$ cat src/rtl/memory_cycle_pkg.sv
// Shared encodings and default widths for the memory stage.
// No logic; imported by the interface, the MEM/WB register and the stage top.
package memory_cycle_pkg;

    localparam int DEFAULT_DW = 16;
    localparam int DEFAULT_AW = 3;

    localparam logic [1:0] RES_ALU = 2'b00;
    localparam logic [1:0] RES_MEM = 2'b01;
    localparam logic [1:0] RES_PC4 = 2'b10;

    typedef enum logic {
        S_IDLE = 1'b0,
        S_WAIT = 1'b1
    } state_t;

    // A load is recognised only by the 01 encoding, so 11 falls through as a plain ALU op.
    function automatic logic isMemOp(input logic valid, input logic memWrite,
                                     input logic [1:0] resultSrc);
        return valid & (memWrite | (resultSrc == RES_MEM));
    endfunction

endpackage

$ cat src/rtl/memory_cycle_if.sv
// Data-memory req/ack bus between the memory stage (master) and the memory (slave).
// Latency: none (wires only); backpressure: master holds the request until ack.
interface memory_cycle_if
    import memory_cycle_pkg::*;
#(
    parameter int DW = DEFAULT_DW
) ();

    logic          dmem_req;
    logic          dmem_we;
    logic [DW-1:0] dmem_addr;
    logic [DW-1:0] dmem_wdata;
    logic [DW-1:0] dmem_rdata;
    logic          dmem_ack;

    modport master (
        output dmem_req,
        output dmem_we,
        output dmem_addr,
        output dmem_wdata,
        input  dmem_rdata,
        input  dmem_ack
    );

    modport slave (
        input  dmem_req,
        input  dmem_we,
        input  dmem_addr,
        input  dmem_wdata,
        output dmem_rdata,
        output dmem_ack
    );

endinterface

$ cat src/rtl/memory_cycle_mem_wb_reg.sv
// MEM/WB pipeline register: load captures a full slot, otherwise a bubble is written.
// Latency: 1 cycle; backpressure: none, every edge is either a load or a bubble.
module mem_wb_reg
    import memory_cycle_pkg::*;
#(
    parameter int DW = DEFAULT_DW,
    parameter int AW = DEFAULT_AW
) (
    input  logic          clk,
    input  logic          rst,
    input  logic          load,
    input  logic          regwrite,
    input  logic [1:0]    resultSrc,
    input  logic [DW-1:0] aluResult,
    input  logic [DW-1:0] readData,
    input  logic [AW-1:0] rd,
    input  logic [DW-1:0] pcPlus4,
    output logic          RegwriteW,
    output logic [1:0]    ResultSrcW,
    output logic [DW-1:0] ALUResultW,
    output logic [DW-1:0] ReadDataW,
    output logic [AW-1:0] RdW,
    output logic [DW-1:0] pc_plus4W,
    output logic          validW
);

    always_ff @(posedge clk or posedge rst) begin
        if (rst) begin
            RegwriteW  <= 1'b0;
            ResultSrcW <= '0;
            ALUResultW <= '0;
            ReadDataW  <= '0;
            RdW        <= '0;
            pc_plus4W  <= '0;
            validW     <= 1'b0;
        end else if (load) begin
            RegwriteW  <= regwrite;
            ResultSrcW <= resultSrc;
            ALUResultW <= aluResult;
            ReadDataW  <= readData;
            RdW        <= rd;
            pc_plus4W  <= pcPlus4;
            validW     <= 1'b1;
        end else begin
            // Bubble: only the qualifiers are cleared, data fields keep their last values.
            RegwriteW  <= 1'b0;
            validW     <= 1'b0;
        end
    end

endmodule

$ cat src/rtl/memory_cycle.sv
// Memory stage: issues loads/stores on a req/ack bus, watchdogs the access, feeds MEM/WB.
// Latency: 1 cycle for ALU ops, >=2 for memory ops; backpressure: stallM holds upstream.
module memory_cycle
    import memory_cycle_pkg::*;
#(
    parameter int DW      = DEFAULT_DW,
    parameter int AW      = DEFAULT_AW,
    parameter int TIMEOUT = 15
) (
    input  logic          clk,
    input  logic          rst,
    input  logic          validM,
    input  logic          RegwriteM,
    input  logic          MemWriteM,
    input  logic [1:0]    ResultSrcM,
    input  logic [DW-1:0] ALUResultM,
    input  logic [DW-1:0] WriteDataM,
    input  logic [AW-1:0] RdM,
    input  logic [DW-1:0] pc_plus4M,
    output logic          stallM,
    memory_cycle_if.master dmem,
    output logic          RegwriteW,
    output logic [1:0]    ResultSrcW,
    output logic [DW-1:0] ALUResultW,
    output logic [DW-1:0] ReadDataW,
    output logic [AW-1:0] RdW,
    output logic [DW-1:0] pc_plus4W,
    output logic          validW,
    output logic          mem_err
);

    localparam logic [7:0] LAST_COUNT = 8'(TIMEOUT - 1);

    typedef struct packed {
        logic          regwrite;
        logic [1:0]    resultSrc;
        logic [DW-1:0] aluResult;
        logic [AW-1:0] rd;
        logic [DW-1:0] pcPlus4;
        logic          we;
    } pend_t;

    state_t        state;
    state_t        nextState;
    pend_t         pend;
    logic [7:0]    count;
    logic          memop;
    logic          issue;
    logic          finish;
    logic          timeoutHit;
    logic          loadW;
    logic          wbRegwrite;
    logic [1:0]    wbResultSrc;
    logic [DW-1:0] wbAluResult;
    logic [DW-1:0] wbReadData;
    logic [AW-1:0] wbRd;
    logic [DW-1:0] wbPcPlus4;

    assign memop = isMemOp(validM, MemWriteM, ResultSrcM);

    always_ff @(posedge clk or posedge rst) begin
        if (rst) begin
            state <= S_IDLE;
        end else begin
            state <= nextState;
        end
    end

    always_comb begin
        nextState   = state;
        stallM      = 1'b0;
        issue       = 1'b0;
        finish      = 1'b0;
        timeoutHit  = 1'b0;
        loadW       = 1'b0;
        wbRegwrite  = RegwriteM;
        wbResultSrc = ResultSrcM;
        wbAluResult = ALUResultM;
        wbReadData  = '0;
        wbRd        = RdM;
        wbPcPlus4   = pc_plus4M;
        case (state)
            S_IDLE: begin
                if (memop) begin
                    stallM    = 1'b1;
                    issue     = 1'b1;
                    nextState = S_WAIT;
                end else begin
                    loadW = validM;
                end
            end
            S_WAIT: begin
                wbRegwrite  = pend.regwrite;
                wbResultSrc = pend.resultSrc;
                wbAluResult = pend.aluResult;
                wbRd        = pend.rd;
                wbPcPlus4   = pend.pcPlus4;
                timeoutHit  = ~dmem.dmem_ack & (count == LAST_COUNT);
                // An ack arriving on the timeout cycle still completes normally.
                if (dmem.dmem_ack) begin
                    finish     = 1'b1;
                    loadW      = 1'b1;
                    wbReadData = pend.we ? '0 : dmem.dmem_rdata;
                    nextState  = S_IDLE;
                end else if (timeoutHit) begin
                    finish     = 1'b1;
                    loadW      = 1'b1;
                    wbRegwrite = 1'b0;
                    nextState  = S_IDLE;
                end else begin
                    stallM = 1'b1;
                end
            end
            default: nextState = S_IDLE;
        endcase
    end

    always_ff @(posedge clk or posedge rst) begin
        if (rst) begin
            dmem.dmem_req   <= 1'b0;
            dmem.dmem_we    <= 1'b0;
            dmem.dmem_addr  <= '0;
            dmem.dmem_wdata <= '0;
            pend            <= '0;
            count           <= '0;
            mem_err         <= 1'b0;
        end else begin
            if (issue) begin
                dmem.dmem_req   <= 1'b1;
                dmem.dmem_we    <= MemWriteM;
                dmem.dmem_addr  <= ALUResultM;
                dmem.dmem_wdata <= WriteDataM;
                pend.regwrite   <= RegwriteM;
                pend.resultSrc  <= ResultSrcM;
                pend.aluResult  <= ALUResultM;
                pend.rd         <= RdM;
                pend.pcPlus4    <= pc_plus4M;
                pend.we         <= MemWriteM;
                count           <= '0;
            end else if (finish) begin
                dmem.dmem_req <= 1'b0;
                dmem.dmem_we  <= 1'b0;
            end else if (state == S_WAIT) begin
                count <= count + 8'd1;
            end
            if (timeoutHit) begin
                mem_err <= 1'b1;
            end
        end
    end

    mem_wb_reg #(
        .DW(DW),
        .AW(AW)
    ) u_mem_wb_reg (
        .clk       (clk),
        .rst       (rst),
        .load      (loadW),
        .regwrite  (wbRegwrite),
        .resultSrc (wbResultSrc),
        .aluResult (wbAluResult),
        .readData  (wbReadData),
        .rd        (wbRd),
        .pcPlus4   (wbPcPlus4),
        .RegwriteW (RegwriteW),
        .ResultSrcW(ResultSrcW),
        .ALUResultW(ALUResultW),
        .ReadDataW (ReadDataW),
        .RdW       (RdW),
        .pc_plus4W (pc_plus4W),
        .validW    (validW)
    );

endmodule

$ cat src/flat_wrapper.sv
// flat-port wrapper written by rule: the top's interface ports become plain ports
module memory_cycle_flat import memory_cycle_pkg::*;
#(
    parameter int DW      = DEFAULT_DW,
    parameter int AW      = DEFAULT_AW,
    parameter int TIMEOUT = 15
)
  (clk, rst, validM, RegwriteM, MemWriteM, ResultSrcM, ALUResultM, WriteDataM, RdM, pc_plus4M, stallM, RegwriteW, ResultSrcW, ALUResultW, ReadDataW, RdW, pc_plus4W, validW, mem_err, dmem_dmem_req, dmem_dmem_we, dmem_dmem_addr, dmem_dmem_wdata, dmem_dmem_rdata, dmem_dmem_ack);
  memory_cycle_if #(.DW(DW)) dmem_i ();
  input  logic clk;
  input  logic rst;
  input  logic validM;
  input  logic RegwriteM;
  input  logic MemWriteM;
  input  logic [1:0] ResultSrcM;
  input  logic [DW-1:0] ALUResultM;
  input  logic [DW-1:0] WriteDataM;
  input  logic [AW-1:0] RdM;
  input  logic [DW-1:0] pc_plus4M;
  output logic stallM;
  output logic RegwriteW;
  output logic [1:0] ResultSrcW;
  output logic [DW-1:0] ALUResultW;
  output logic [DW-1:0] ReadDataW;
  output logic [AW-1:0] RdW;
  output logic [DW-1:0] pc_plus4W;
  output logic validW;
  output logic mem_err;
  output wire logic [$bits(dmem_i.dmem_req)-1:0] dmem_dmem_req;
  output wire logic [$bits(dmem_i.dmem_we)-1:0] dmem_dmem_we;
  output wire logic [$bits(dmem_i.dmem_addr)-1:0] dmem_dmem_addr;
  output wire logic [$bits(dmem_i.dmem_wdata)-1:0] dmem_dmem_wdata;
  input wire logic [$bits(dmem_i.dmem_rdata)-1:0] dmem_dmem_rdata;
  input wire logic [$bits(dmem_i.dmem_ack)-1:0] dmem_dmem_ack;
  assign dmem_dmem_req = dmem_i.dmem_req;
  assign dmem_dmem_we = dmem_i.dmem_we;
  assign dmem_dmem_addr = dmem_i.dmem_addr;
  assign dmem_dmem_wdata = dmem_i.dmem_wdata;
  assign dmem_i.dmem_rdata = dmem_dmem_rdata;
  assign dmem_i.dmem_ack = dmem_dmem_ack;
  memory_cycle #(.DW(DW), .AW(AW), .TIMEOUT(TIMEOUT)) u_core (.clk(clk), .rst(rst), .validM(validM), .RegwriteM(RegwriteM), .MemWriteM(MemWriteM), .ResultSrcM(ResultSrcM), .ALUResultM(ALUResultM), .WriteDataM(WriteDataM), .RdM(RdM), .pc_plus4M(pc_plus4M), .stallM(stallM), .dmem(dmem_i), .RegwriteW(RegwriteW), .ResultSrcW(ResultSrcW), .ALUResultW(ALUResultW), .ReadDataW(ReadDataW), .RdW(RdW), .pc_plus4W(pc_plus4W), .validW(validW), .mem_err(mem_err));
endmodule
$ cat config.mk
export PLATFORM = sky130hd
export DESIGN_NAME = memory_cycle_flat
export DESIGN_NICKNAME = d
export VERILOG_FILES = /design/src/rtl/memory_cycle_pkg.sv /design/src/rtl/memory_cycle_if.sv /design/src/rtl/memory_cycle_mem_wb_reg.sv /design/src/rtl/memory_cycle.sv /design/src/flat_wrapper.sv
export SDC_FILE = /design/constraint.sdc
export NUM_CORES = 1
export LEC_CHECK = 0
export ABC_CLOCK_PERIOD_IN_PS = 8200
export CORE_UTILIZATION = 45
export DETAILED_ROUTE_END_ITERATION = 8
export PLACE_DENSITY = 0.86
export RECOVER_POWER = 100
export SLEW_MARGIN = 20
export SYNTH_ARGS = -nofsm -noshare
export SYNTH_HDL_FRONTEND = slang
export SYNTH_SLANG_ARGS = --single-unit
$ cat constraint.sdc
create_clock -name clk -period 8.2 [get_ports clk]
set_clock_uncertainty 0.15 [all_clocks]
set_input_delay 0.82 -clock clk [delete_from_list [all_inputs] [get_ports clk]]
set_output_delay 0.82 -clock clk [all_outputs]
set_load 0.01 [all_outputs]
After elaboration in Yosys (flattened, before gate mapping)

Index checks and enable logic that the tools add are counted.

Multiplexer cells: 29
Bitwise logic cells: 5
Eq/ne operators: 3
Reductions and logical operators: 3
Add/sub/neg operators: 1

Operators with widths:

| kind                | count |
|---|---|
| $mux 16             | 5 |
| $mux 8              | 3 |
| $mux 1              | 17 |
| $add 8x1->8 const B | 1 |
| $eq 8x4->1 const B  | 1 |
| $pmux 1 s2          | 2 |
| $reduce_bool 2->1   | 2 |
| $mux 3              | 1 |
| $and 1x1->1         | 2 |
| $eq 2x1->1 const B  | 1 |
| $mux 2              | 1 |
| $ne 2x1->1 const B  | 1 |
| $not 1->1           | 2 |
| $reduce_and 2->1    | 1 |
| $or 1x1->1          | 1 |

Input bits: 75
Logic and storage cells: 60
Output and inout port bits: 91
Register bits after elaboration: 122

Depth between registers and ports, before layout

Depth in word-level cells: 7
Gate-level depth with buffers: 7
Depth with buffers taken out: 5

Hierarchy

A second synthesis with hierarchy kept.

Cell total of the unflattened synthesis: 384
Area, all modules: 5789.3 um^2

Modules (own cells, without submodules):

| module       | times used | sequential area each (um^2) | cells each | area an instance (um^2) |
|---|---|---|---|---|
| memory_cycle | 1          | 1676.6                      | 268        | 3510.9 |
| mem_wb_reg   | 1          | 1376.3                      | 116        | 2278.4 |

Worst setup path before layout

Ideal clock, no wire load.

Kind: input to output
Start point: in ResultSrcM[1]
End point: out stallM
Buffers on the path: 1
Data arrival time: 1.718 ns
Stages: 4
Setup slack: 5.512 ns
Required time: 7.230 ns
Path through: and2b_1 > o21ai_1 > clkbuf_1 > nand2_1

Word-level cells in the longest chain between the ends: 5

Ends and longest elaborated chain:

| element            | line                   | RTL |
|---|---|---|
| start: declaration | flat_wrapper.sv:15     | `input logic [1:0] ResultSrcM;` |
| $eq 2x1->1         | memory_cycle_pkg.sv:20 | `return valid & (memWrite \| (resultSrc == RES_MEM));` |
| $or 1x1->1         | memory_cycle_pkg.sv:20 |  |
| $and 1x1->1        | memory_cycle_pkg.sv:20 |  |
| $mux 1             | memory_cycle.sv:84     | `if (memop) begin` |
| $pmux 1 s2         | memory_cycle.sv:82     | `case (state)` |
| end: declaration   | flat_wrapper.sv:20     | `output logic stallM;` |

Every way passes these cells.

Final worst setup path

Start point: in ResultSrcM[1]
End point: reg u_core.u_mem_wb_reg.ReadDataW[3]

Word-level cells in the longest chain between the ends: 5

Ends and longest elaborated chain:

| element                | line                          | RTL |
|---|---|---|
| $eq 2x1->1             | memory_cycle_pkg.sv:20        |  |
| $or 1x1->1             | memory_cycle_pkg.sv:20        |  |
| $and 1x1->1            | memory_cycle_pkg.sv:20        |  |
| $mux 1                 | memory_cycle.sv:84            |  |
| $pmux 1 s2             | memory_cycle.sv:82            |  |
| end signal: assignment | memory_cycle_mem_wb_reg.sv:40 | `ReadDataW <= readData;` |
| end: declaration       | memory_cycle_mem_wb_reg.sv:21 | `output logic [DW-1:0] ReadDataW,` |

Every way passes these cells.
A chain may end at the register's enable or synchronous reset.

==> impl_metrics.csv <==
group,metric,value,unit
power,switching_share,28.7,%
global_route,grt_pass1_vias,4256,
clock_tree,clk_path_buf_depth,2,
place,gp_congestion,0.769,
timing,whs,319,ps
power,p_leak,3.73,nW
global_route,antenna_found_initial,0,
power,power.density,289,nW/um^2
setup_path,regToRegSetupSlack,3510,ps
drt,num_vias,4116,
setup_path,cp-end-kind,"flop",
power,intPower,1.50,mW
clock_tree,postCtsSetupRepairBufs,0,
drt,postRouteAntennaNets,0,
timing,rsz0062_at_grt,"false",
timing,slew_headroom,-110,%
drt,via_per_inst,5.28,
hold_path,hp-class,"reg -> reg",
power,clkPwrFrac,37.2,%
synth,avgSynthCellArea,10.6,sq um
final_layout,nNetsFinal,704,
final_layout,area_growth,42.2,%
final_layout,multi_input_area,1730,sq um
synth,syn_nets,561,
synth,ys_ff_latch,122,
floorplanning,row_count,38,
power,p_seq_share,39.4,%
timing,min_period,5260,ps
status,violations,"capacitance limit, slew limit",
timing,setup-tns-final,0,ps
power,ir_drop,0.000148,V
setup_path,required,8330,ps
setup_path,cp_cell_sequence,"dlygate4sd3_1 -> and2b_1 -> nor3_1 -> clkbuf_1 -> nor2_1 -> clkbuf_1 -> a22o_1",
clock_tree,root_buffer,"clkbuf_16",
floorplanning,die_area,11800,sq um
timing,fin_crit_sh,64.1,%
synth,async_flop_share,100,%
floorplanning,start_util,46.6,%
global_route,grt_use_total,23.3,%
synth,ys.flop_type,"dfrtp_1",
final_layout,drive_gt1_share,5.63,%
drt,drtIter0Drc,311,
setup_path,crit_top_cell,"clkbuf_1",
place,dp.final_hpwl,8.57,mm
setup_path,cp.arrival,5390,ps
place,portBuffers,165,
setup_path,critical_path_class,"in -> reg",
setup_path,crit_path_max_incr_delay,1430,ps
flow_run,cap_violations,6,
synth,synth_edf_count,0,
setup_path,cp_max_fo,38,
global_route,grt-ovfl-total,0,
drt,drtPass1Iterations,4,
clock_tree,numCtsBuffers,17,
timing,setup_violations,0,
clock_tree,cts_sinks,122,
synth,ys_warn_count,0,
final_layout,antenna_cells,0,
setup_path,start_kind,"primary input",
floorplanning,fp.dieW,109,um
clock_tree,cts_tree,"built",
floorplanning,pin_count,166,
timing,max_freq,190,MHz
floorplanning,fp.dieH,109,um
synth,synth-seq-area-share,59.7,%
clock_tree,htree_levels,4,
status,status,"finished, violations left",
setup_path,slowest_stage,"clkbuf_1",
global_route,grt_pass1_wl,20.9,mm
synth,syn_area,5120,sq um
drt,drc_errors,0,
timing,maxSlewViolCount,265,
global_route,grt_max_degree,73,
timing,worst_pin_slew,3130,ps
clock_tree,ctsHoldBuffers,0,
synth,syn_inst,484,
drt,wl_per_cell,16.8,um
clock_tree,clk_latency,400,ps
final_layout,seqCellArea,3050,sq um
final_layout,n_fill_cell,816,
timing,final_hold_viol_count,0,
synth,synthDistinctLibCells,40,
power,combinationalPowerShare,23.4,%
drt,drt-total-wl,13.1,mm
floorplanning,placeableCoreArea,11000,sq um
clock_tree,cts.reportedPaths.clkPinSlew,60,ps
clock_tree,post_cts_resized,0,
power,p_sw,0.603,mW
[registers in the layout, indices dropped and copies added (netlist names), 2 cells and up]
register                        flops
u_core.dmem.dmem_addr              16
u_core.u_mem_wb_reg.ResultSrcW      2
u_core.pend                        23
u_core.count                        8
u_core.u_mem_wb_reg.ReadDataW      16
u_core.u_mem_wb_reg.pc_plus4W      16
u_core.u_mem_wb_reg.ALUResultW     16
u_core.dmem.dmem_wdata             16
u_core.u_mem_wb_reg.RdW             3
[routing by layer]
layer  vias up  routed length (um)  GRT usage (%)
met5         -                   0              0
met3        20                 686           6.10
met1      2039                5460           27.7
met2       144                6790           40.3
met4         0                 206           9.36
li1       1913                   -              -
[path summary, 6_finish.rpt]
path,from,to,cells after the start
setup / recovery,ResultSrcM[1],u_core.u_mem_wb_reg.ReadDataW[3],7
hold / removal,u_core.u_mem_wb_reg.ALUResultW[12],u_core.u_mem_wb_reg.ALUResultW[12],1
setup reg to reg,u_core.state,u_core.u_mem_wb_reg.ReadDataW[3],6
hold reg to reg,u_core.u_mem_wb_reg.ALUResultW[12],u_core.u_mem_wb_reg.ALUResultW[12],1
max in group asynchronous,rst,u_core.u_mem_wb_reg.ALUResultW[7],3
min in group asynchronous,rst,u_core.u_mem_wb_reg.pc_plus4W[13],2
[synth_stat cells (2+ instances only)]
cell | n | area, sq um
ha_1 | 2 | 25.0
nor2b_1 | 2 | 12.5
buf_2 | 10 | 50.1
clkbuf_1 | 8 | 30.0
a21oi_1 | 4 | 20.0
a21o_1 | 36 | 270
a22o_1 | 52 | 455
dfrtp_1 | 122 | 3050
o21ai_0 | 7 | 35.0
nor2_1 | 6 | 22.5
o211ai_1 | 2 | 15.0
o31ai_1 | 2 | 15.0
nor3_1 | 2 | 10.0
xnor2_1 | 3 | 26.3
nand2_1 | 165 | 619
nand2b_1 | 2 | 12.5
buf_4 | 17 | 128
buf_1 | 4 | 15.0
inv_1 | 6 | 22.5
nand3_1 | 5 | 25.0
buf_6 | 6 | 67.6
mux2i_1 | 2 | 20.0
a22oi_1 | 2 | 15.0
[cell families (layout without fill, tap and decap cells)]
logic type	after synthesis	count (layout)	synth area share (%)
fa+ha+maj	2	2	0.489
buf+inv	51	207	6.11
xor+xnor	3	3	0.514
simple gates	191	191	15.3
flops	122	122	59.7
compound gates	113	113	17.6
mux	2	2	0.391
[cell type report]
type | count | area share (%)
clock buffer | 18 | 6.04
multi-input combinational | 311 | 23.8
inverter | 6 | 0.327
sequential | 122 | 42.0
timing repair buffer | 169 | 23.0
tap | 140 | 2.41
clock inverter | 14 | 2.53
[power by group through the flow]
| stage | combinational, mW | sequential, mW | clock, mW |
|---|---|---|---|
| 6_report | 0.491 | 0.828 | 0.781 |
| 5_1_grt | 0.538 | 0.845 | 0.817 |
| 4_1_cts | 0.540 | 0.832 | 0.793 |
| 3_5_place_dp | 0.536 | 0.840 | 0 |
| 3_3_place_gp | 0.517 | 0.831 | 0 |
| 2_1_floorplan | 0.217 | 0.865 | 0 |
[critical path: cells and delay by family]
family / cells / cell delay (ps)
buffers and inverters: 3 / 2780
and+or+nand+nor: 3 / 1270
AOI/OAI and AO/OA: 1 / 470
[through the flow]
stage	setup WS (ps)	area [sq um]	std cells	utilization [%]	total power [mW]
3_5_place_dp	4640	6700	747	61.0	1.38
2_1_floorplan	3990	5120	484	-	1.08
6_report	2940	7280	780	66.2	2.10
4_1_cts	4720	7320	779	66.7	2.16
5_1_grt	2700	7280	780	66.2	2.20
3_3_place_gp	4780	6700	747	61.0	1.35
[placed cells by master, fill, tap and decap left out, drive strengths merged, types with 2 or more instances in the layout]
cell / instances
inv: 12
dlygate4sd3: 95
nor3: 3
nand3: 5
a21o: 36
clkinv: 2
nand2: 165
mux2i: 2
ha: 2
clkdlybuf4s50: 70
nor2b: 2
dfrtp: 122
clkbuf: 21
o21ai: 8
clkinvlp: 3
a22oi: 2
o31ai: 2
nor2: 7
a21oi: 4
nand2b: 2
xnor2: 3
o211ai: 2
bufinv: 3
a22o: 52
Power figures use the tool's default switching activity.
